--- config.mk ---
export PLATFORM = sky130hd
export DESIGN_NAME = endpoint_mmio_ctrl
export DESIGN_NICKNAME = d
export VERILOG_FILES = /design/src/rtl/endpoint_mmio_ctrl.sv
export SDC_FILE = /design/constraint.sdc
export NUM_CORES = 2
export LEC_CHECK = 0
export CAP_MARGIN = 5
export CORE_UTILIZATION = 40
export CTS_BUF_LIST = sky130_fd_sc_hd__clkbuf_4
export DETAILED_ROUTE_END_ITERATION = 10
export PLACE_DENSITY = 0.56
export SLEW_MARGIN = 10
export SYNTH_ARGS = -nofsm -noshare
export SYNTH_HDL_FRONTEND = slang
export SYNTH_SLANG_ARGS = --single-unit
export TNS_END_PERCENT = 100
--- constraint.sdc ---
create_clock -name clk -period 7.1 [get_ports clk]
set_input_delay 1.42 -clock clk [delete_from_list [all_inputs] [get_ports clk]]
set_output_delay 1.42 -clock clk [all_outputs]
set_load 0.005 [all_outputs]
--- src/rtl/endpoint_mmio_ctrl.sv ---
// -----------------------------------------------------------------------------
// endpoint_mmio_ctrl
//   Memory-mapped front-end between the peripheral bus port and the TX/RX
//   engines. Holds NUM_CHAN TX staging FIFOs, one RX FIFO, a round-robin
//   send-request arbiter and a maskable status/interrupt block.
//
// Ports
//   clk, rst            : clock, asynchronous active-high reset
//   addr/wen/ren/wdata  : bus request (word-aligned addresses)
//   rdata/error/        : bus response, combinational in the request cycle
//   request_stall
//   tx_ren/tx_rdata/    : per-channel TX FIFO pop, head word and empty flag
//   tx_empty
//   send_valid/chan/msg : pending send request toward the TX engine
//   send_ready          : TX engine accepts the presented request
//   rx_wen/rx_wdata     : RX engine push
//   rx_full             : RX FIFO full
//   config_done         : configuration-complete flag (readable)
//   irq                 : registered interrupt, |(status & mask)
// -----------------------------------------------------------------------------
module endpoint_mmio_ctrl #(
    parameter int NUM_CHAN      = 4,
    parameter int NUM_MSGS      = 4,
    parameter int DATA_WIDTH    = 32,
    parameter int DEPTH         = 16,
    parameter int STALL_ON_FULL = 0,
    localparam int CW = ($clog2(NUM_CHAN) > 0) ? $clog2(NUM_CHAN) : 1,
    localparam int MW = ($clog2(NUM_MSGS) > 0) ? $clog2(NUM_MSGS) : 1
) (
    input  logic                           clk,
    input  logic                           rst,
    input  logic [31:0]                    addr,
    input  logic                           wen,
    input  logic                           ren,
    input  logic [31:0]                    wdata,
    output logic [31:0]                    rdata,
    output logic                           error,
    output logic                           request_stall,
    input  logic [NUM_CHAN-1:0]            tx_ren,
    output logic [NUM_CHAN*DATA_WIDTH-1:0] tx_rdata,
    output logic [NUM_CHAN-1:0]            tx_empty,
    output logic                           send_valid,
    output logic [CW-1:0]                  send_chan,
    output logic [MW-1:0]                  send_msg,
    input  logic                           send_ready,
    input  logic                           rx_wen,
    input  logic [DATA_WIDTH-1:0]          rx_wdata,
    output logic                           rx_full,
    input  logic                           config_done,
    output logic                           irq
);

    localparam int PW = $clog2(DEPTH);
    localparam int NW = $clog2(DEPTH + 1);

    localparam logic [31:0] A_RX_DATA = 32'h0000_1000;
    localparam logic [31:0] A_RX_CNT  = 32'h0000_1004;
    localparam logic [31:0] A_STATUS  = 32'h0000_1008;
    localparam logic [31:0] A_MASK    = 32'h0000_100C;
    localparam logic [31:0] A_CONFIG  = 32'h0000_1010;
    localparam logic [31:0] BAD_DATA  = 32'hBAD1_BAD1;

    // TX FIFO state
    logic [DATA_WIDTH-1:0] tx_mem_q  [NUM_CHAN][DEPTH];
    logic [PW-1:0]         tx_wptr_q [NUM_CHAN];
    logic [PW-1:0]         tx_wptr_d [NUM_CHAN];
    logic [PW-1:0]         tx_rptr_q [NUM_CHAN];
    logic [PW-1:0]         tx_rptr_d [NUM_CHAN];
    logic [NW-1:0]         tx_cnt_q  [NUM_CHAN];
    logic [NW-1:0]         tx_cnt_d  [NUM_CHAN];
    logic [NUM_CHAN-1:0]   tx_full_s;
    logic [NUM_CHAN-1:0]   tx_empty_s;
    logic [NUM_CHAN-1:0]   tx_push_s;
    logic [NUM_CHAN-1:0]   tx_pop_s;

    // RX FIFO state
    logic [DATA_WIDTH-1:0] rx_mem_q [DEPTH];
    logic [PW-1:0]         rx_wptr_q, rx_wptr_d;
    logic [PW-1:0]         rx_rptr_q, rx_rptr_d;
    logic [NW-1:0]         rx_cnt_q, rx_cnt_d;
    logic                  rx_empty_s;
    logic                  rx_push_s;
    logic                  rx_pop_s;
    logic                  ovr_set_s;

    // Arbiter state
    logic [NUM_CHAN-1:0]   pending_q, pending_d;
    logic [MW-1:0]         msg_q [NUM_CHAN];
    logic [MW-1:0]         msg_d [NUM_CHAN];
    logic [CW-1:0]         rr_q, rr_d;
    logic [CW-1:0]         grant_s;
    logic                  found_s;
    logic                  accept_s;
    logic [NUM_CHAN-1:0]   send_set_s;

    // Status / interrupt state
    logic                  ovr_q, ovr_d;
    logic                  sent_q, sent_d;
    logic [2:0]            mask_q, mask_d;
    logic                  irq_q, irq_d;
    logic [1:0]            w1c_s;
    logic                  mask_we_s;

    // Bus decode
    logic                  is_tx_s;
    logic                  is_send_s;
    logic [CW-1:0]         ch_s;

    // Decode the channel-indexed address windows (0x0000+4c and 0x0100+4c)
    always_comb begin
        ch_s      = CW'(addr[7:2]);
        is_tx_s   = (addr[31:8] == 24'h00_0000) && (addr[1:0] == 2'b00) &&
                    ({26'd0, addr[7:2]} < 32'(NUM_CHAN));
        is_send_s = (addr[31:8] == 24'h00_0001) && (addr[1:0] == 2'b00) &&
                    ({26'd0, addr[7:2]} < 32'(NUM_CHAN));
    end

    // FIFO level flags
    always_comb begin
        for (int c = 0; c < NUM_CHAN; c++) begin
            tx_full_s[c]  = (tx_cnt_q[c] == NW'(DEPTH));
            tx_empty_s[c] = (tx_cnt_q[c] == NW'(0));
            tx_pop_s[c]   = tx_ren[c] & ~tx_empty_s[c];
        end
        rx_empty_s = (rx_cnt_q == NW'(0));
        rx_full    = (rx_cnt_q == NW'(DEPTH));
    end

    // Bus response and the side-effect strobes it produces
    always_comb begin
        rdata         = BAD_DATA;
        error         = 1'b0;
        request_stall = 1'b0;
        tx_push_s     = '0;
        send_set_s    = '0;
        rx_pop_s      = 1'b0;
        w1c_s         = 2'b00;
        mask_we_s     = 1'b0;
        if (wen && ren) begin
            error = 1'b1;
        end else if (wen) begin
            if (is_tx_s) begin
                // A full FIFO is never written; the stall/error choice is static
                if (tx_full_s[ch_s]) begin
                    if (STALL_ON_FULL != 0) begin
                        request_stall = 1'b1;
                    end else begin
                        error = 1'b1;
                    end
                end else begin
                    tx_push_s[ch_s] = 1'b1;
                end
            end else if (is_send_s) begin
                // Pending check uses the pre-acceptance view, so a same-cycle grant still stalls
                if (pending_q[ch_s]) begin
                    request_stall = 1'b1;
                end else if (tx_empty_s[ch_s] || (wdata >= 32'(NUM_MSGS))) begin
                    error = 1'b1;
                end else begin
                    send_set_s[ch_s] = 1'b1;
                end
            end else if (addr == A_STATUS) begin
                w1c_s = wdata[2:1];
            end else if (addr == A_MASK) begin
                mask_we_s = 1'b1;
            end else begin
                error = 1'b1;
            end
        end else if (ren) begin
            case (addr)
                A_RX_DATA: begin
                    if (rx_empty_s) begin
                        error = 1'b1;
                    end else begin
                        rdata    = 32'(rx_mem_q[rx_rptr_q]);
                        rx_pop_s = 1'b1;
                    end
                end
                A_RX_CNT: rdata = 32'(rx_cnt_q);
                A_STATUS: rdata = {29'd0, sent_q, ovr_q, ~rx_empty_s};
                A_MASK:   rdata = {29'd0, mask_q};
                A_CONFIG: rdata = {31'd0, config_done};
                default:  error = 1'b1;
            endcase
        end else begin
            rdata = BAD_DATA;
        end
    end

    // TX FIFO pointer and count next-state
    always_comb begin
        for (int c = 0; c < NUM_CHAN; c++) begin
            tx_wptr_d[c] = tx_push_s[c] ? (tx_wptr_q[c] + PW'(1)) : tx_wptr_q[c];
            tx_rptr_d[c] = tx_pop_s[c]  ? (tx_rptr_q[c] + PW'(1)) : tx_rptr_q[c];
            case ({tx_push_s[c], tx_pop_s[c]})
                2'b10:   tx_cnt_d[c] = tx_cnt_q[c] + NW'(1);
                2'b01:   tx_cnt_d[c] = tx_cnt_q[c] - NW'(1);
                default: tx_cnt_d[c] = tx_cnt_q[c];
            endcase
        end
    end

    // RX FIFO next-state; a push into a full FIFO is dropped even if popped this cycle
    always_comb begin
        rx_push_s = rx_wen & ~rx_full;
        ovr_set_s = rx_wen & rx_full;
        rx_wptr_d = rx_push_s ? (rx_wptr_q + PW'(1)) : rx_wptr_q;
        rx_rptr_d = rx_pop_s  ? (rx_rptr_q + PW'(1)) : rx_rptr_q;
        case ({rx_push_s, rx_pop_s})
            2'b10:   rx_cnt_d = rx_cnt_q + NW'(1);
            2'b01:   rx_cnt_d = rx_cnt_q - NW'(1);
            default: rx_cnt_d = rx_cnt_q;
        endcase
    end

    // Round-robin grant: first pending channel at or after rr_q, wrapping
    always_comb begin
        grant_s = rr_q;
        found_s = 1'b0;
        for (int i = 0; i < NUM_CHAN; i++) begin
            if (!found_s && pending_q[CW'((int'(rr_q) + i) % NUM_CHAN)]) begin
                found_s = 1'b1;
                grant_s = CW'((int'(rr_q) + i) % NUM_CHAN);
            end else begin
                found_s = found_s;
            end
        end
        send_valid = |pending_q;
        send_chan  = grant_s;
        send_msg   = msg_q[grant_s];
        accept_s   = send_valid & send_ready;
    end

    // Arbiter, status and interrupt next-state
    always_comb begin
        for (int c = 0; c < NUM_CHAN; c++) begin
            pending_d[c] = (pending_q[c] & ~(accept_s & (grant_s == CW'(c)))) | send_set_s[c];
            msg_d[c]     = send_set_s[c] ? wdata[MW-1:0] : msg_q[c];
        end
        if (accept_s) begin
            rr_d = (grant_s == CW'(NUM_CHAN - 1)) ? CW'(0) : (grant_s + CW'(1));
        end else begin
            rr_d = rr_q;
        end
        // Set events take priority over a same-cycle W1C
        ovr_d  = (ovr_q  & ~w1c_s[0]) | ovr_set_s;
        sent_d = (sent_q & ~w1c_s[1]) | accept_s;
        mask_d = mask_we_s ? wdata[2:0] : mask_q;
        irq_d  = |({sent_q, ovr_q, ~rx_empty_s} & mask_q);
    end

    // Control state registers
    always_ff @(posedge clk or posedge rst) begin
        if (rst) begin
            for (int c = 0; c < NUM_CHAN; c++) begin
                tx_wptr_q[c] <= '0;
                tx_rptr_q[c] <= '0;
                tx_cnt_q[c]  <= '0;
                msg_q[c]     <= '0;
            end
            rx_wptr_q <= '0;
            rx_rptr_q <= '0;
            rx_cnt_q  <= '0;
            pending_q <= '0;
            rr_q      <= '0;
            ovr_q     <= 1'b0;
            sent_q    <= 1'b0;
            mask_q    <= 3'b000;
            irq_q     <= 1'b0;
        end else begin
            for (int c = 0; c < NUM_CHAN; c++) begin
                tx_wptr_q[c] <= tx_wptr_d[c];
                tx_rptr_q[c] <= tx_rptr_d[c];
                tx_cnt_q[c]  <= tx_cnt_d[c];
                msg_q[c]     <= msg_d[c];
            end
            rx_wptr_q <= rx_wptr_d;
            rx_rptr_q <= rx_rptr_d;
            rx_cnt_q  <= rx_cnt_d;
            pending_q <= pending_d;
            rr_q      <= rr_d;
            ovr_q     <= ovr_d;
            sent_q    <= sent_d;
            mask_q    <= mask_d;
            irq_q     <= irq_d;
        end
    end

    // FIFO storage; contents are don't-care while the counts say empty
    always_ff @(posedge clk) begin
        for (int c = 0; c < NUM_CHAN; c++) begin
            if (tx_push_s[c]) begin
                tx_mem_q[c][tx_wptr_q[c]] <= wdata[DATA_WIDTH-1:0];
            end
        end
        if (rx_push_s) begin
            rx_mem_q[rx_wptr_q] <= rx_wdata;
        end
    end

    // Per-channel TX head and empty outputs
    for (genvar g = 0; g < NUM_CHAN; g++) begin : g_tx_out
        assign tx_rdata[g*DATA_WIDTH +: DATA_WIDTH] = tx_mem_q[g][tx_rptr_q[g]];
        assign tx_empty[g] = tx_empty_s[g];
    end

    assign irq = irq_q;

endmodule

After elaboration in Yosys (flattened, before gate mapping)
Memory sizes are Yosys's and may differ from the RTL's.
Index checks and enable logic that the tools add are counted.
- flip-flop bits (word level): 85
- bits in writable memories: 2560
- logic and storage cells: 299
- memories: 2
- memory list (name ; words ; bits a word ; rd ports ; clocked after Yosys merged registers in ; wr ports ; RTL line ; source):
    tx_mem_q ; 4 ; 512 ; 4 ; 0 ; 1 ; 64 ; logic [DATA_WIDTH-1:0] tx_mem_q [NUM_CHAN][DEPTH];
    rx_mem_q ; 16 ; 32 ; 1 ; 0 ; 1 ; 77 ; logic [DATA_WIDTH-1:0] rx_mem_q [DEPTH];
- add/sub/neg operators: 24
- order comparisons: 21
- equal/unequal tests: 24
- mux-type cells: 122
- bitwise operators: 45
- reductions and logical operators: 36
- operators by type and width (cell ; count):
    $mux W512 ; 10
    $reduce_or A512 Y1 ; 3
    $bmux W32 S4 ; 4
    $demux W32 S4 ; 4
    $mux W32 ; 16
    $eq A32 B13 Y1 const B ; 5
    $pmux W32 S5 ; 1
    $pmux W5 S2 ; 5
    $mux W1 ; 48
    $add A4 B1 Y4 const B ; 10
    $ge A5 B5 Y1 const B ; 8
    $mux W4 ; 10
    $not A4 Y5 ; 8
    $ge A32 B3 Y1 const B ; 1
    $mux W2 ; 14
    $add A5 B1 Y5 const B ; 5
    $eq A5 B5 Y1 const B ; 5
    $logic_not A5 Y1 ; 5
    $sub A5 B1 Y5 const B ; 5
    $eq A24 B1 Y1 const B ; 1
    $logic_not A24 Y1 ; 1
    $lt A5 B1 Y1 const B ; 4
    $and A1 B1 Y1 ; 17
    $lt A2 B4 Y1 const B ; 4
    23 further kinds ; 78

Longest topological paths before layout
- word-level depth: 18
- mapped depth: 17
- gate-level depth less buffers: 14

Worst setup path before layout
No wires, ideal clock.
- path type: input port to flip-flop
- start: in addr[19]
- end: mem tx_mem_q[2][416] (netlist bit), enable pin
- data arrival time: 6.628 ns
- required time: 6.587 ns
- slack: -0.041 ns
- stages on the path: 7
- path buffers: 2
- cells stage by stage: nor4_1 -> nand4_1 -> or4_1 -> buf_6 -> or4_4 -> buf_2 -> nor4b_1
- word-level cells in the longest chain between the ends: 12
- elaborated cells on any way between the ends: 23
- classes of those cells: mux (17); reduce/logical (6)
- ends and longest elaborated chain (what ; RTL line ; source):
    from (decl) ; 32 ; input logic [31:0] addr,
    $logic_not A24 Y1 (*) ; 112 ; is_tx_s = (addr[31:8] == 24'h00_0000) && (addr[1:0] == 2'b00) &&
    $logic_and A1 B1 Y1 (*) (2 in series) ; 112 ;
    $mux W4 (*) ; 142 ; if (is_tx_s) begin
    $mux W4 (*) ; 141 ; end else if (wen) begin
    $mux W4 (*) ; 139 ; if (wen && ren) begin
    $mux W1 ; 292 ; if (tx_push_s[c]) begin
    $mux W512 (not written as such) ; 293 ; tx_mem_q[c][tx_wptr_q[c]] <= wdata[DATA_WIDTH-1:0];
    $reduce_or A512 Y1 (no source line) ; -- ;
    $mux W2 (no source line) or $mux W512 (tied branches) (3 in series) ; -- ;
    to (decl) ; 64 ;
Every way passes the cells marked *; elsewhere a longest branch is shown, timed or not.

Worst setup path in the final report
- start: in addr[3]
- end: out rdata[0]
- word-level cells in the longest chain between the ends: 5
- elaborated cells on any way between the ends: 9
- classes of those cells: eq/ne (5); mux (4)
- ends and longest elaborated chain (what ; RTL line ; source):
    $eq A32 B13 Y1 ; 170 ; case (addr)
    $pmux W32 S5 (*) ; 170 ;
    $mux W32 (*) ; 169 ; end else if (ren) begin
    $mux W32 (*) ; 141 ;
    $mux W32 (*) ; 139 ;
    to (decl) ; 36 ; output logic [31:0] rdata,
Marks and branches as above.

==> out/metrics.yaml <==
status: "finished, final reports clean"
dieWidth_um: 506.2
cap_violations: 0
cts_tree: "done"
hold_viol: 0
path_max_fanout: 17
clkPwrFrac: 0.317
synth_area_leader_cell: "edfxtp_1"
drive_gt1_frac: 0.3939
seqPwrFrac: 0.450
worstMarginPinSlew_ps: 1232
hold_end: "tx_mem_q[3][112]"
post-route-util: 0.4705
crit_slowest_cell: "nand4bb_1"
grt_pass1_vias: 51940
netlist_area_um2: 101700
fin_skew_ps: 160.5
num_vias: 49070
critPathLaunchType: "primary input"
ys_types: 65
rsz0062_at_grt: "no"
syn_inst: 4256
antenna_found_initial: 25
post-place-ws_ps: 955.2
worstReg2RegEnd: "tx_cnt_q[19]"
coreArea_um2: 252100
min_from: "wdata[16]"
ys_warn_count: 0
clkLatencyLatePin_ps: 1460
p_comb_frac: 0.233
post_dp_cell_area_um2: 109900
async_reset_ff_frac: 0.03214
initial_core_util: 0.4034
post-route-drc-count: 0
power_per_cell_area_nw_per_um2: 347.4
hp-class: "in2reg"
die_area_um2: 256200
internal_power_mw: 29.88
fin_crit_sh: 0.8778
gp_congestion: 0.8280
mostFrequentLayoutCells: "edfxtp_1, clkbuf_4, mux4_2, clkdlybuf4s50_1, buf_4"
finalPower_mw: 41.21
synth-edff-count: 2560
synthFlopType: "edfxtp_1"
final_area_um2: 118600
post_drt_wl_per_cell_um: 28.03
drtIter0Drc: 4092
grtUsageTotal: 0.1984
cp-end-kind: "output port"
post_drt_via_cell_ratio: 5.420
synthTopCellsByArea: "edfxtp_1, mux4_2, dfrtp_1"
path_cells: "clkdlybuf4s50_1, buf_4, nor2_1, nor2_1, nand4bb_1, o21ai_0, o21ai_0, clkdlybuf4s50_1"
finalMaxSlewViolations: 0
slew_headroom: 0.1766
rr_worst_depth: 15
fillers: 21020
r2r_start: "tx_cnt_q[8]"
area_growth_pct: 16.64
hold_depth: 1
htree_levels: 6
p_leak_nw: 37.78
layout_commonest_cell: "edfxtp_1"
r2r_setup_slack_ps: 3220
synth_top_area_share: 0.7560
setup-violations-final: 0
crit_type: "in2out"
fp-row-count: 184
nets: 5355
crit_required_ps: 5680
fmax_mhz: 160.4
cts_made_buffers: 695
cp.arrival_ps: 4810
ant_nets: 0
sw_frac_of_total: 0.2750
io_pins: 280
cts.clk_slew.worst_paths_ps: 70
synth_seq_cells: 2645
netSwitchingPower_mw: 11.33
postCtsSetupBuffers: 0
holdWs_ps: 420.7
seq_area_frac_synth: 0.7769
cp_slowest_stage_delay_ps: 830
setup_ws_ps: 867.4
cts_resized: 0
hpwl_mm: 139.8
grt_pass1_wl_mm: 363.5
cts_sinks: 2645
period_minus_slack_ps: 6233
root_buffer: "clkbuf_4"
firstDrtPassIters: 7
die_h_um: 506.2
numPortBuffers: 279
wirelength_mm: 253.8
synth.avg_cell_area_um2: 23.89
grt_max_degree: 100
synth_nets: 4411
ir_drop_mv: 0.1903
cts.hold.buffers_added: 0
clockBufferDepth: 4
grt_overflow_total: 0
## worst max-delay path, delay by kind of cell
family,cells,cell delay [ps]
AO/OA/AOI/OAI,2,460
AND/OR/NAND/NOR,3,1580
buffers and inverters,3,1340
## routing by layer
metal  global-route usage  share of wire  vias to the layer above
met5                    0        0.00043                        -
met3              0.04517          0.069                      406
met2               0.3227           0.49                     1852
met1               0.2671           0.41                    26190
met4              0.05913          0.022                       16
li1                     -              -                    20600
## Yosys cell counts, types with 3 or more instances
library cell  count
nand2_1          67
nor3_1           26
nand3_1           9
mux2_2           20
and2_1           11
inv_1            25
mux2i_1          22
o21a_1           18
nor3b_1           3
a221oi_1         10
o31ai_1           3
a22oi_1          11
or4_1             6
a31oi_1           3
xor2_1           31
dfrtp_1          85
ha_1             47
buf_1            76
a21o_1            9
nand4_1          14
mux2_1            4
nor4b_1           3
buf_2             7
a21oi_1          21
mux4_2          786
o22ai_1           3
o21ai_0          25
nor2_1           84
a211oi_1          5
xnor2_1          30
edfxtp_1       2560
nor4_1           15
nor2b_1          22
nand2b_1         13
clkbuf_1        141
## cell families after synthesis
logic type,count (synthesis),synth area share
multiplexers,832,0.1789
AO/OA/AOI/OAI,124,0.008453
AND/OR/NAND/NOR,295,0.01506
XOR/XNOR,61,0.005254
buffers and inverters,251,0.009425
adder cells (fa/ha/maj),48,0.005980
flip-flops,2645,0.7769
## how the worst max path moves through the flow
stage                      start                to
floorplan               addr[19]  tx_mem_q[2][416]
global placement       wdata[15]             error
detailed placement     wdata[21]             error
CTS                 tx_rptr_q[8]      tx_rdata[40]
global route        tx_rptr_q[4]      tx_rdata[90]
finish                   addr[3]          rdata[0]
## sequential cells by signal (all words and copies together), names as in the netlist, 2 cells and up
| name | flops |
|---|---|
| mask_q | 3 |
| msg_q | 8 |
| pending_q | 4 |
| rr_q | 2 |
| rx_cnt_q | 5 |
| rx_mem_q | 512 |
| rx_rptr_q | 4 |
| rx_wptr_q | 4 |
| tx_cnt_q | 20 |
| tx_mem_q | 2048 |
| tx_rptr_q | 16 |
| tx_wptr_q | 16 |
## area by class of cell
type                       instances  area, um^2  share of cell area
antenna                           21       52.55           0.0004431
clock buffer                    1040        7807             0.06583
clock inverter                   141       864.6            0.007289
inverter                          26       100.1           0.0008439
multi-input combinational       1360       22290              0.1879
sequential                      2645       79050              0.6665
tap                             3348        4189             0.03532
timing repair buffer             472        4257             0.03589
## through the flow
stage	instances	setup TNS (ps)
final	9053	0
after global routing	9044	0
after CTS	9032	0
after detailed placement	7851	0
after global placement	7850	0
after floorplan	4256	-2608
## power by group through the flow
stage / Combinational [mW] / Sequential, mW / Clock, mW
final: 9.61 / 18.5 / 13.1
after floorplan: 6.24 / 18.0 / 0
after global routing: 10.2 / 18.6 / 14.2
after global placement: 9.86 / 18.9 / 0
after CTS: 9.91 / 18.6 / 13.5
after detailed placement: 9.89 / 18.9 / 0
Power figures use the tool's default switching activity.
